## config.mk

```make
export PLATFORM = sky130hd
export DESIGN_NAME = decode_scoreboard_flat
export DESIGN_NICKNAME = d
export VERILOG_FILES = /design/src/rtl/decode_scoreboard_pkg.sv /design/src/rtl/decode_scoreboard_if.sv /design/src/rtl/decode_scoreboard_sb_src_check.sv /design/src/rtl/decode_scoreboard.sv /design/src/flat_wrapper.sv
export SDC_FILE = /design/constraint.sdc
export NUM_CORES = 1
export LEC_CHECK = 0
export CAP_MARGIN = 20
export CORE_ASPECT_RATIO = 1.1
export CORE_UTILIZATION = 65
export DETAILED_ROUTE_END_ITERATION = 12
export GPL_ROUTABILITY_DRIVEN = 0
export GPL_TIMING_DRIVEN = 0
export PLACE_DENSITY = 0.81
export SLEW_MARGIN = 20
export SYNTH_ARGS = -nofsm -noshare
export SYNTH_HDL_FRONTEND = slang
export SYNTH_SLANG_ARGS = --single-unit
```

## constraint.sdc

```tcl
create_clock -name clk -period 12.25 [get_ports clk]
set_input_delay 3.0625 -clock clk [delete_from_list [all_inputs] [get_ports clk]]
set_output_delay 3.0625 -clock clk [all_outputs]
set_load 0.05 [all_outputs]
```

## src/rtl/decode_scoreboard_pkg.sv

```systemverilog
// Shared types for the decode-stage register scoreboard: register index,
// producer tag and the per-register tracking entry.
package decode_scoreboard_pkg;

  localparam int SB_NREG   = 32;
  localparam int SB_PEND_W = 2;
  localparam int SB_TAG_W  = 4;
  localparam int SB_RA_W   = $clog2(SB_NREG);

  typedef logic [SB_RA_W-1:0]   ra_t;
  typedef logic [SB_TAG_W-1:0]  sb_tag_t;
  typedef logic [SB_PEND_W-1:0] sb_cnt_t;

  // Counter value at which a register cannot take another outstanding write.
  localparam sb_cnt_t SB_CNT_MAX = '1;

  typedef struct packed {
    sb_cnt_t cnt;
    sb_tag_t tag;
    logic    ready;
  } sb_entry_t;

  function automatic logic sb_cnt_full(input sb_cnt_t cnt);
    return cnt == SB_CNT_MAX;
  endfunction

endpackage

```

## src/rtl/decode_scoreboard_if.sv

```systemverilog
// Decode / bypass / writeback signals seen by the scoreboard. The master side
// is the pipeline around it, the slave side is the scoreboard itself.
interface decode_scoreboard_if #(
  parameter int RA_W  = 5,
  parameter int TAG_W = 4
);
  logic             issue_valid;
  logic             issue_ready;
  logic [RA_W-1:0]  rs1;
  logic [RA_W-1:0]  rs2;
  logic             use_rs1;
  logic             use_rs2;
  logic [RA_W-1:0]  rd;
  logic             rd_wen;
  logic             fast;
  logic [TAG_W-1:0] issue_tag;
  logic             src1_fwd;
  logic             src2_fwd;
  logic             fwd_valid;
  logic [RA_W-1:0]  fwd_rd;
  logic [TAG_W-1:0] fwd_tag;
  logic             wb_valid;
  logic [RA_W-1:0]  wb_rd;
  logic             flush;

  modport master (
    output issue_valid, rs1, rs2, use_rs1, use_rs2, rd, rd_wen, fast,
    output fwd_valid, fwd_rd, fwd_tag, wb_valid, wb_rd, flush,
    input  issue_ready, issue_tag, src1_fwd, src2_fwd
  );

  modport slave (
    input  issue_valid, rs1, rs2, use_rs1, use_rs2, rd, rd_wen, fast,
    input  fwd_valid, fwd_rd, fwd_tag, wb_valid, wb_rd, flush,
    output issue_ready, issue_tag, src1_fwd, src2_fwd
  );

endinterface

```

## src/rtl/decode_scoreboard_sb_src_check.sv

```systemverilog
// Per-operand hazard check: decides whether one source must stall, take the
// bypass, or read the register file, given that register's scoreboard entry.
module sb_src_check
  import decode_scoreboard_pkg::*;
(
  input  logic    use_i,
  input  ra_t     rs_i,
  input  sb_cnt_t cnt_i,
  input  logic    ready_i,
  input  logic    wb_valid_i,
  input  ra_t     wb_rd_i,
  output logic    blocked_o,
  output logic    fwd_o
);

  logic write_through;
  logic tracked;

  // The last outstanding write landing this cycle makes the register file
  // copy current, so neither a stall nor the bypass is needed.
  assign write_through = wb_valid_i && (wb_rd_i == rs_i) && (cnt_i == sb_cnt_t'(1));

  assign tracked   = use_i && (rs_i != '0) && (cnt_i != '0) && !write_through;
  assign blocked_o = tracked && !ready_i;
  assign fwd_o     = tracked && ready_i;

endmodule

```

## src/rtl/decode_scoreboard.sv

```systemverilog
// Decode-stage register scoreboard: pending-write counter, youngest producer
// tag and bypass-ready bit per architectural register.
module decode_scoreboard
  import decode_scoreboard_pkg::*;
#(
  parameter int NREG   = SB_NREG,
  parameter int PEND_W = SB_PEND_W,
  parameter int TAG_W  = SB_TAG_W,
  parameter int RA_W   = $clog2(NREG)
) (
  input logic                clk,
  input logic                reset,
  decode_scoreboard_if.slave sb_if
);

  sb_entry_t        sb_q [NREG];
  sb_entry_t        sb_d [NREG];
  logic [TAG_W-1:0] tag_gen_q;
  logic [TAG_W-1:0] tag_gen_d;

  logic             src_use     [2];
  ra_t              src_rs      [2];
  logic             src_blocked [2];
  logic             src_fwd     [2];

  sb_cnt_t          rd_cnt;
  logic             rd_full;
  logic             issue_ready;
  logic             accept;

  assign src_use[0] = sb_if.use_rs1;
  assign src_use[1] = sb_if.use_rs2;
  assign src_rs[0]  = sb_if.rs1;
  assign src_rs[1]  = sb_if.rs2;

  for (genvar gi = 0; gi < 2; gi++) begin : g_src
    sb_src_check u_src_check (
      .use_i      (src_use[gi]),
      .rs_i       (src_rs[gi]),
      .cnt_i      (sb_q[src_rs[gi]].cnt),
      .ready_i    (sb_q[src_rs[gi]].ready),
      .wb_valid_i (sb_if.wb_valid),
      .wb_rd_i    (sb_if.wb_rd),
      .blocked_o  (src_blocked[gi]),
      .fwd_o      (src_fwd[gi])
    );
  end

  // A full counter stalls even if a writeback lands the same cycle; the
  // issue goes through on the following cycle once the counter has dropped.
  assign rd_cnt  = sb_q[sb_if.rd].cnt;
  assign rd_full = sb_if.rd_wen && (sb_if.rd != '0) && sb_cnt_full(rd_cnt);

  assign issue_ready = !sb_if.flush && !src_blocked[0] && !src_blocked[1] && !rd_full;
  assign accept      = sb_if.issue_valid && issue_ready;
  assign tag_gen_d   = accept ? tag_gen_q + 1'b1 : tag_gen_q;

  assign sb_if.issue_ready = issue_ready;
  assign sb_if.issue_tag   = tag_gen_q;
  assign sb_if.src1_fwd    = src_fwd[0];
  assign sb_if.src2_fwd    = src_fwd[1];

  for (genvar gi = 0; gi < NREG; gi++) begin : g_reg
    if (gi == 0) begin : g_x0
      assign sb_d[gi] = '0;
    end else begin : g_track
      logic              iss;
      logic              wb;
      logic              fw;
      logic [PEND_W-1:0] cnt_dec;
      logic [PEND_W-1:0] cnt_n;
      sb_entry_t         entry_next;

      always_comb begin
        iss = accept && sb_if.rd_wen && (sb_if.rd == RA_W'(gi));
        wb  = sb_if.wb_valid && (sb_if.wb_rd == RA_W'(gi));
        fw  = sb_if.fwd_valid && (sb_if.fwd_rd == RA_W'(gi))
              && (sb_if.fwd_tag == sb_q[gi].tag) && (sb_q[gi].cnt != '0);

        // Retire first (saturating), then count the new producer, so a
        // same-cycle issue and writeback leave an outstanding count unchanged.
        cnt_dec = (wb && (sb_q[gi].cnt != '0)) ? sb_q[gi].cnt - 1'b1 : sb_q[gi].cnt;
        cnt_n   = iss ? cnt_dec + 1'b1 : cnt_dec;

        entry_next = sb_q[gi];
        if (sb_if.flush) begin
          entry_next.cnt   = '0;
          entry_next.ready = 1'b0;
        end else begin
          entry_next.cnt = cnt_n;
          if (iss) begin
            entry_next.tag   = tag_gen_q;
            entry_next.ready = sb_if.fast;
          end else if (cnt_n == '0) begin
            entry_next.ready = 1'b0;
          end else if (fw) begin
            entry_next.ready = 1'b1;
          end
        end
      end

      assign sb_d[gi] = entry_next;
    end
  end

  always_ff @(posedge clk or posedge reset) begin
    if (reset) begin
      for (int i = 0; i < NREG; i++) begin
        sb_q[i] <= '0;
      end
      tag_gen_q <= '0;
    end else begin
      for (int i = 0; i < NREG; i++) begin
        sb_q[i] <= sb_d[i];
      end
      tag_gen_q <= tag_gen_d;
    end
  end

endmodule
```

## src/flat_wrapper.sv

```systemverilog
// flat-port wrapper written by rule: the top's interface ports become plain ports
module decode_scoreboard_flat import decode_scoreboard_pkg::*;
#(
  parameter int NREG   = SB_NREG,
  parameter int PEND_W = SB_PEND_W,
  parameter int TAG_W  = SB_TAG_W,
  parameter int RA_W   = $clog2(NREG)
)
  (clk, reset, sb_if_issue_valid, sb_if_rs1, sb_if_rs2, sb_if_use_rs1, sb_if_use_rs2, sb_if_rd, sb_if_rd_wen, sb_if_fast, sb_if_fwd_valid, sb_if_fwd_rd, sb_if_fwd_tag, sb_if_wb_valid, sb_if_wb_rd, sb_if_flush, sb_if_issue_ready, sb_if_issue_tag, sb_if_src1_fwd, sb_if_src2_fwd);
  decode_scoreboard_if #(.RA_W(RA_W), .TAG_W(TAG_W)) sb_if_i ();
  input logic clk;
  input logic reset;
  input wire logic [$bits(sb_if_i.issue_valid)-1:0] sb_if_issue_valid;
  input wire logic [$bits(sb_if_i.rs1)-1:0] sb_if_rs1;
  input wire logic [$bits(sb_if_i.rs2)-1:0] sb_if_rs2;
  input wire logic [$bits(sb_if_i.use_rs1)-1:0] sb_if_use_rs1;
  input wire logic [$bits(sb_if_i.use_rs2)-1:0] sb_if_use_rs2;
  input wire logic [$bits(sb_if_i.rd)-1:0] sb_if_rd;
  input wire logic [$bits(sb_if_i.rd_wen)-1:0] sb_if_rd_wen;
  input wire logic [$bits(sb_if_i.fast)-1:0] sb_if_fast;
  input wire logic [$bits(sb_if_i.fwd_valid)-1:0] sb_if_fwd_valid;
  input wire logic [$bits(sb_if_i.fwd_rd)-1:0] sb_if_fwd_rd;
  input wire logic [$bits(sb_if_i.fwd_tag)-1:0] sb_if_fwd_tag;
  input wire logic [$bits(sb_if_i.wb_valid)-1:0] sb_if_wb_valid;
  input wire logic [$bits(sb_if_i.wb_rd)-1:0] sb_if_wb_rd;
  input wire logic [$bits(sb_if_i.flush)-1:0] sb_if_flush;
  output wire logic [$bits(sb_if_i.issue_ready)-1:0] sb_if_issue_ready;
  output wire logic [$bits(sb_if_i.issue_tag)-1:0] sb_if_issue_tag;
  output wire logic [$bits(sb_if_i.src1_fwd)-1:0] sb_if_src1_fwd;
  output wire logic [$bits(sb_if_i.src2_fwd)-1:0] sb_if_src2_fwd;
  assign sb_if_i.issue_valid = sb_if_issue_valid;
  assign sb_if_i.rs1 = sb_if_rs1;
  assign sb_if_i.rs2 = sb_if_rs2;
  assign sb_if_i.use_rs1 = sb_if_use_rs1;
  assign sb_if_i.use_rs2 = sb_if_use_rs2;
  assign sb_if_i.rd = sb_if_rd;
  assign sb_if_i.rd_wen = sb_if_rd_wen;
  assign sb_if_i.fast = sb_if_fast;
  assign sb_if_i.fwd_valid = sb_if_fwd_valid;
  assign sb_if_i.fwd_rd = sb_if_fwd_rd;
  assign sb_if_i.fwd_tag = sb_if_fwd_tag;
  assign sb_if_i.wb_valid = sb_if_wb_valid;
  assign sb_if_i.wb_rd = sb_if_wb_rd;
  assign sb_if_i.flush = sb_if_flush;
  assign sb_if_issue_ready = sb_if_i.issue_ready;
  assign sb_if_issue_tag = sb_if_i.issue_tag;
  assign sb_if_src1_fwd = sb_if_i.src1_fwd;
  assign sb_if_src2_fwd = sb_if_i.src2_fwd;
  decode_scoreboard #(.NREG(NREG), .PEND_W(PEND_W), .TAG_W(TAG_W), .RA_W(RA_W)) u_core (.clk(clk), .reset(reset), .sb_if(sb_if_i));
endmodule
```

; After elaboration in Yosys (flattened, before gate mapping)
; Index checks and enable logic that the tools add are counted.
[word_totals]
regBits = 221
word_cells = 863
in_bits = 39
[classes]
magnitude_cmp = 3
n_mux = 226
n_bitwise = 4
eq_ne = 129
reduce_logical = 344
add_sub_neg = 63
[ops]
columns = operator, count
row1 = "5-bit == test, second input constant", 48
row2 = 1-bit logical AND, 207
row3 = 2-bit two-way mux, 93
row4 = 4-bit == test, 31
row5 = 1-bit two-way mux, 124
row6 = 4-bit nonzero test, 31
row7 = "5-bit by 4-bit == test with 1-bit output, second input constant", 24
row8 = 7-bit binary-select mux with 5-bit select, 3
row9 = 2-bit nonzero test, 33
row10 = "2-bit by 1-bit adder with 2-bit output, second input constant", 31
row11 = 2-bit zero test, 31
row12 = 2-bit AND reduction, 31
row13 = "2-bit by 1-bit subtractor with 2-bit output, second input constant", 31
row14 = "5-bit by 3-bit == test with 1-bit output, second input constant", 12
row15 = 7-bit two-way mux, 6
row16 = "5-bit by 2-bit == test with 1-bit output, second input constant", 6
row17 = "6-bit >= comparator, second input constant", 3
row18 = 5-bit inverter with 6-bit output, 3
row19 = "5-bit by 1-bit == test with 1-bit output, second input constant", 3
row20 = 5-bit nonzero test, 3
row21 = 5-bit == test, 2
row22 = 1-bit zero test, 8
row23 = "4-bit by 1-bit adder with 4-bit output, second input constant", 1
row24 = "2-bit by 1-bit == test with 1-bit output, second input constant", 2
row25 = other kinds (2), 2

; Longest topological paths before layout
[logic_depth]
word_depth = 21
depth_mapped = 13
ltp_nobuf = 8

; Modules after synthesis
; From an unflattened synthesis, not the netlist that was laid out.
[unflattened]
cells_unflattened = 1510
hier_area_um2 = 15756.4
[by_module_without_submodules]
columns = mod, seq_area_each_um2, area_each_um2, cells_each, instances
row1 = decode_scoreboard, 5530.3, 15568.7, 1488, 1
row2 = sb_src_check, 0.0, 93.8, 11, 2

; Least setup slack after synthesis
; Ideal clock, no wire load.
[synth_timing]
path_type = input to output
start = in sb_if_rs1[0]
end = out sb_if_issue_ready
path_buffers = 2
arrival_ps = 5488
required_ps = 9188
setup_slack_ps = 3699
cell_stages = 8
path_cell_list = buf_6 > buf_2 > mux4_2 > o311ai_0 > nor3_1 > o21a_4 > a211oi_2 > and2_1
[synth_via]
elab_chain_len = 13
[synth_rtl]
columns = item, line
row1 = "start, declared", flat_wrapper.sv:14  ; input wire logic [$bits(sb_if_i.rs1)-1:0] sb_if_rs1;
row2 = 5-bit inverter with 6-bit output (not written as such), "decode_scoreboard.sv:40, decode_scoreboard.sv:41"
row3 = 7-bit binary-select mux with 5-bit select, "decode_scoreboard.sv:40, decode_scoreboard.sv:41"
row4 = 7-bit two-way mux (not written as such) (2 in series), decode_scoreboard.sv:40  ; .cnt_i (sb_q[src_rs[gi]].cnt),
row5 = 2-bit by 1-bit == test with 1-bit output, decode_scoreboard_sb_src_check.sv:21  ; assign write_through = wb_valid_i && (wb_rd_i == rs_i) && (cnt_i == sb_cnt_t'(1));
row6 = 1-bit logical AND, decode_scoreboard_sb_src_check.sv:21
row7 = 1-bit zero test, decode_scoreboard_sb_src_check.sv:23  ; assign tracked = use_i && (rs_i != '0) && (cnt_i != '0) && !write_through;
row8 = 1-bit logical AND, decode_scoreboard_sb_src_check.sv:23
row9 = 1-bit logical AND *, decode_scoreboard_sb_src_check.sv:24  ; assign blocked_o = tracked && !ready_i;
row10 = 1-bit zero test *, decode_scoreboard.sv:54  ; assign issue_ready = !sb_if.flush && !src_blocked[0] && !src_blocked[1] && !rd_full;
row11 = 1-bit logical AND * (3 in series), decode_scoreboard.sv:54
row12 = "end, declared", flat_wrapper.sv:27  ; output wire logic [$bits(sb_if_i.issue_ready)-1:0] sb_if_issue_ready;
; Mark *: on every way between the ends. The rest lies on a longest branch, timed or not. The select of a mux whose other input is x is not followed.

; Worst setup path in the final report
[layout_timing]
start = in sb_if_rs1[3]
end = out sb_if_issue_ready
; The elaborated chain is that of the path after synthesis.

==> flow_summary_export.csv <==
group,metric,value,unit
synthesis,synth.cell_area,15200,um^2
global_route,grt_max_degree,103,
setup_path,slowest_delay,0.83,ns
detailed_routing,wl_per_cell,27.6,um
die,ios,46,
setup_path,cpMostUsedCell,"clkdlybuf4s50_1",
timing,skew,0.00854,ns
die,die_area,24000,um^2
timing,setup_viol,0,
synthesis,synthSimpleGateAreaFrac,15.7,%
setup_path,start_kind,"input pin",
synthesis,synth.distinct_cells,82,
global_route,grt_use_total,44.1,%
clock_network,htree_levels,1,
power_and_ir_drop,p_sw,623,uW
synthesis,ys_warn_count,0,
detailed_routing,drtAntennaViolNets,0,
setup_path,arrival,7.73,ns
synthesis,synth_top_cells_by_area,"dfrtp_1 (36%), mux2_2 (11%), xor2_1 (6.9%), mux4_2 (4.6%), xnor2_1 (2.8%)",
synthesis,synth_compound_area_share,10.5,%
power_and_ir_drop,power_density,116,nW/um^2
synthesis,synth_top_family_by_area,"multiplexers",
timing,rsz0062_at_grt,"no",
die,start_util,66.3,%
clock_network,clock_path_buffers,3,
synthesis,syn-num-nets,1571,
power_and_ir_drop,seqPwrFrac,41.4,%
setup_path,path_buf_inv,4,
synthesis,avgSynthCellArea,10.1,um^2
clock_network,clock_latency,0.53,ns
clock_network,cts_tree,"built",
clock_network,clk_pin_slew,0.06,ns
synthesis,synth_xor_area_share,9.73,%
placed_design,place_inst,1832,
finish,multi_input_area,8870,um^2
finish,final_nets,1629,
power_and_ir_drop,internal-power,1.32,mW
run_status,outcome,"finished, final reports clean",
timing,hold_violations,0,
power_and_ir_drop,swShare,32.1,%
clock_network,cts-resized-gates,0,
setup_path,slowest_stage,"a211oi_2",
clock_network,cts_setup_buffers,0,
setup_path,critPathCaptureType,"output pin",
finish,fin_cells,1876,
die,core_area,22900,um^2
synthesis,synth_top_area_share,36.4,%
clock_network,clock-sinks,221,
finish,antenna_cells,0,
detailed_routing,dr_total_vias,13400,
timing,drv_slew,0,
synthesis,seq_area_frac_synth,36.4,%
global_route,antenna_found_initial,0,
synthesis,yosysMostFrequentCell,"dfrtp_1",
power_and_ir_drop,combPwrFrac,19.7,%
die,chipHeight,162,um
finish,layout.area.seq,5530,um^2
detailed_routing,drt_pass1_iterations,9,
setup_path,path_cells,"clkdlybuf4s50_1 > clkbuf_1 > buf_2 > nand2_1 > o311ai_0 > nor3_1 > o21a_4 > a211oi_2 > and2_1 > clkdlybuf4s50_1",
finish,fin_util,73.1,%
clock_network,clock-root-buffer,"clkbuf_16",
setup_path,crit_fanout,10,
timing,fin_tns_setup,0,ns
synthesis,synth_area_leader_cell,"dfrtp_1",
run,drv_cap,0,
clock_network,cts_buffers,24,
synthesis,synth-seq-cells,221,
power_and_ir_drop,clkPwrFrac,38.9,%
die,fp.dieW,148,um
timing,period_minus_slack,10.79,ns
timing,clock.fmax,92.7,MHz
setup_path,cp.required,9.19,ns
detailed_routing,routed_wl,51.7,mm
setup_path,critical_path_class,"in -> out",
synthesis,synth_adder_area_share,2.63,%
global_route,grt-ovfl-total,0,
detailed_routing,drc_errors,0,
synthesis,synth_common_cells,"dfrtp_1 (221), mux2_2 (154), xor2_1 (120), nand2_1 (100), inv_1 (87)",
timing,fin_ws,1.46,ns
timing,max_slew_margin,20.3,%
finish,synthToLayoutAreaGrowth,10.3,%
timing,max_slew.worst_pin.slew,1.19,ns
finish,drive_gt1_share,19.0,%
placed_design,portBuffers,30,
detailed_routing,drt-vias-per-instance,7.13,
global_route,grt_pass1_vias,13100,
die,std_cell_rows,58,
placed_design,hpwl,37.6,mm
clock_network,holdBufCountCts,0,
synthesis,synthMuxAreaShare,19.6,%
synthesis,synth-edff-count,0,
synthesis,synth_cells,1500,
power_and_ir_drop,p_leak,7.14,nW
detailed_routing,drt_iter0_markers,1933,
placed_design,dp_worst_setup_slack,1.69,ns
synthesis,ys_async_sr_fraction,100,%
worst_hold_path,hold_path.class,"reg -> reg",
finish,fill_cells,1673,
setup_path,path_delay_family,"buffers and inverters",
timing,fin_crit_sh,88.1,%
power_and_ir_drop,peakVddDrop,0.168,mV
synthesis,synth_ff_type,"dfrtp_1",
global_route,grt_pass1_wl,78.1,mm
==> cells in the final DEF (no fill, tap or decap), types with 15 or more instances in the layout <==
cell type	instances
mux2i_1	18
xnor2_1	49
ha_1	32
dfrtp_1	221
nand4_1	15
o21ai_0	38
clkdlybuf4s50_1	30
mux2_2	154
nor4_1	39
nor3_1	59
buf_2	16
buf_1	15
mux4_2	31
inv_1	86
nand2_1	100
or4_1	35
o22ai_1	22
nor2_1	74
clkbuf_16	25
a21oi_1	60
or3_1	17
nand3_1	37
nor2b_1	16
clkbuf_1	49
xor2_1	120
==> kinds of logic after synthesis <==
logic type               Yosys count
AO/OA/AOI/OAI                    224
multiplexers                     222
flip-flops                       221
AND/OR/NAND/NOR                  447
XOR/XNOR                         169
buffers and inverters            185
adder cells (fa/ha/maj)           32
==> power by group through the flow <==
stage               logic, mW  registers (mW)  clock network (mW)
finish                  0.382           0.805               0.755
global route            0.401           0.809               0.780
CTS                     0.374           0.803               0.755
detailed placement      0.371           0.816                   0
global placement        0.360           0.814                   0
floorplan               0.212           0.829                   0
==> area by class of cell <==
class,count,share of cell area (%)
repair buffers,32,2.12
flip-flops and latches,221,33.0
plain buffers,97,2.92
clock inverters,16,0.903
clock buffers,28,3.98
multi-input cells,1094,52.9
inverters,88,2.01
well taps,300,2.24
==> routing by layer <==
metal	vias to the layer above	GRT usage [%]	routed length, um
li1	5586	-	-
met1	6396	55.4	18400
met2	1090	65.1	22000
met3	313	13.8	6990
met4	0	30.5	4330
met5	-	0	0
==> per-stage QoR <==
stage                     hold slack [ns]  power [mW]  cell area, um^2
after detailed placement            0.503        1.19            15900
after global placement              0.495        1.17            15900
after CTS                           0.517        1.93            16800
after global routing                0.531        1.99            16800
after floorplan                     0.484        1.04            15200
final                               0.511        1.94            16800
==> sequential cells by signal, indices dropped and copies added, names as in the netlist <==
name / count
u_core.sb_q: 217
u_core.sb_if.issue_tag: 4
==> path summary, 6_finish.rpt <==
kind,start,to,slack (ns),cells after the start
max,sb_if_rs1[3],sb_if_issue_ready,1.46,10
min,u_core.sb_q[81],u_core.sb_q[81],0.51,1
max reg2reg,u_core.sb_q[146],u_core.sb_q[204],7.95,9
min reg2reg,u_core.sb_q[81],u_core.sb_q[81],0.51,1
max in group asynchronous,reset,u_core.sb_q[40],8.12,4
min in group asynchronous,reset,u_core.sb_q[122],2.91,2
(Power assumes the default switching activity.)
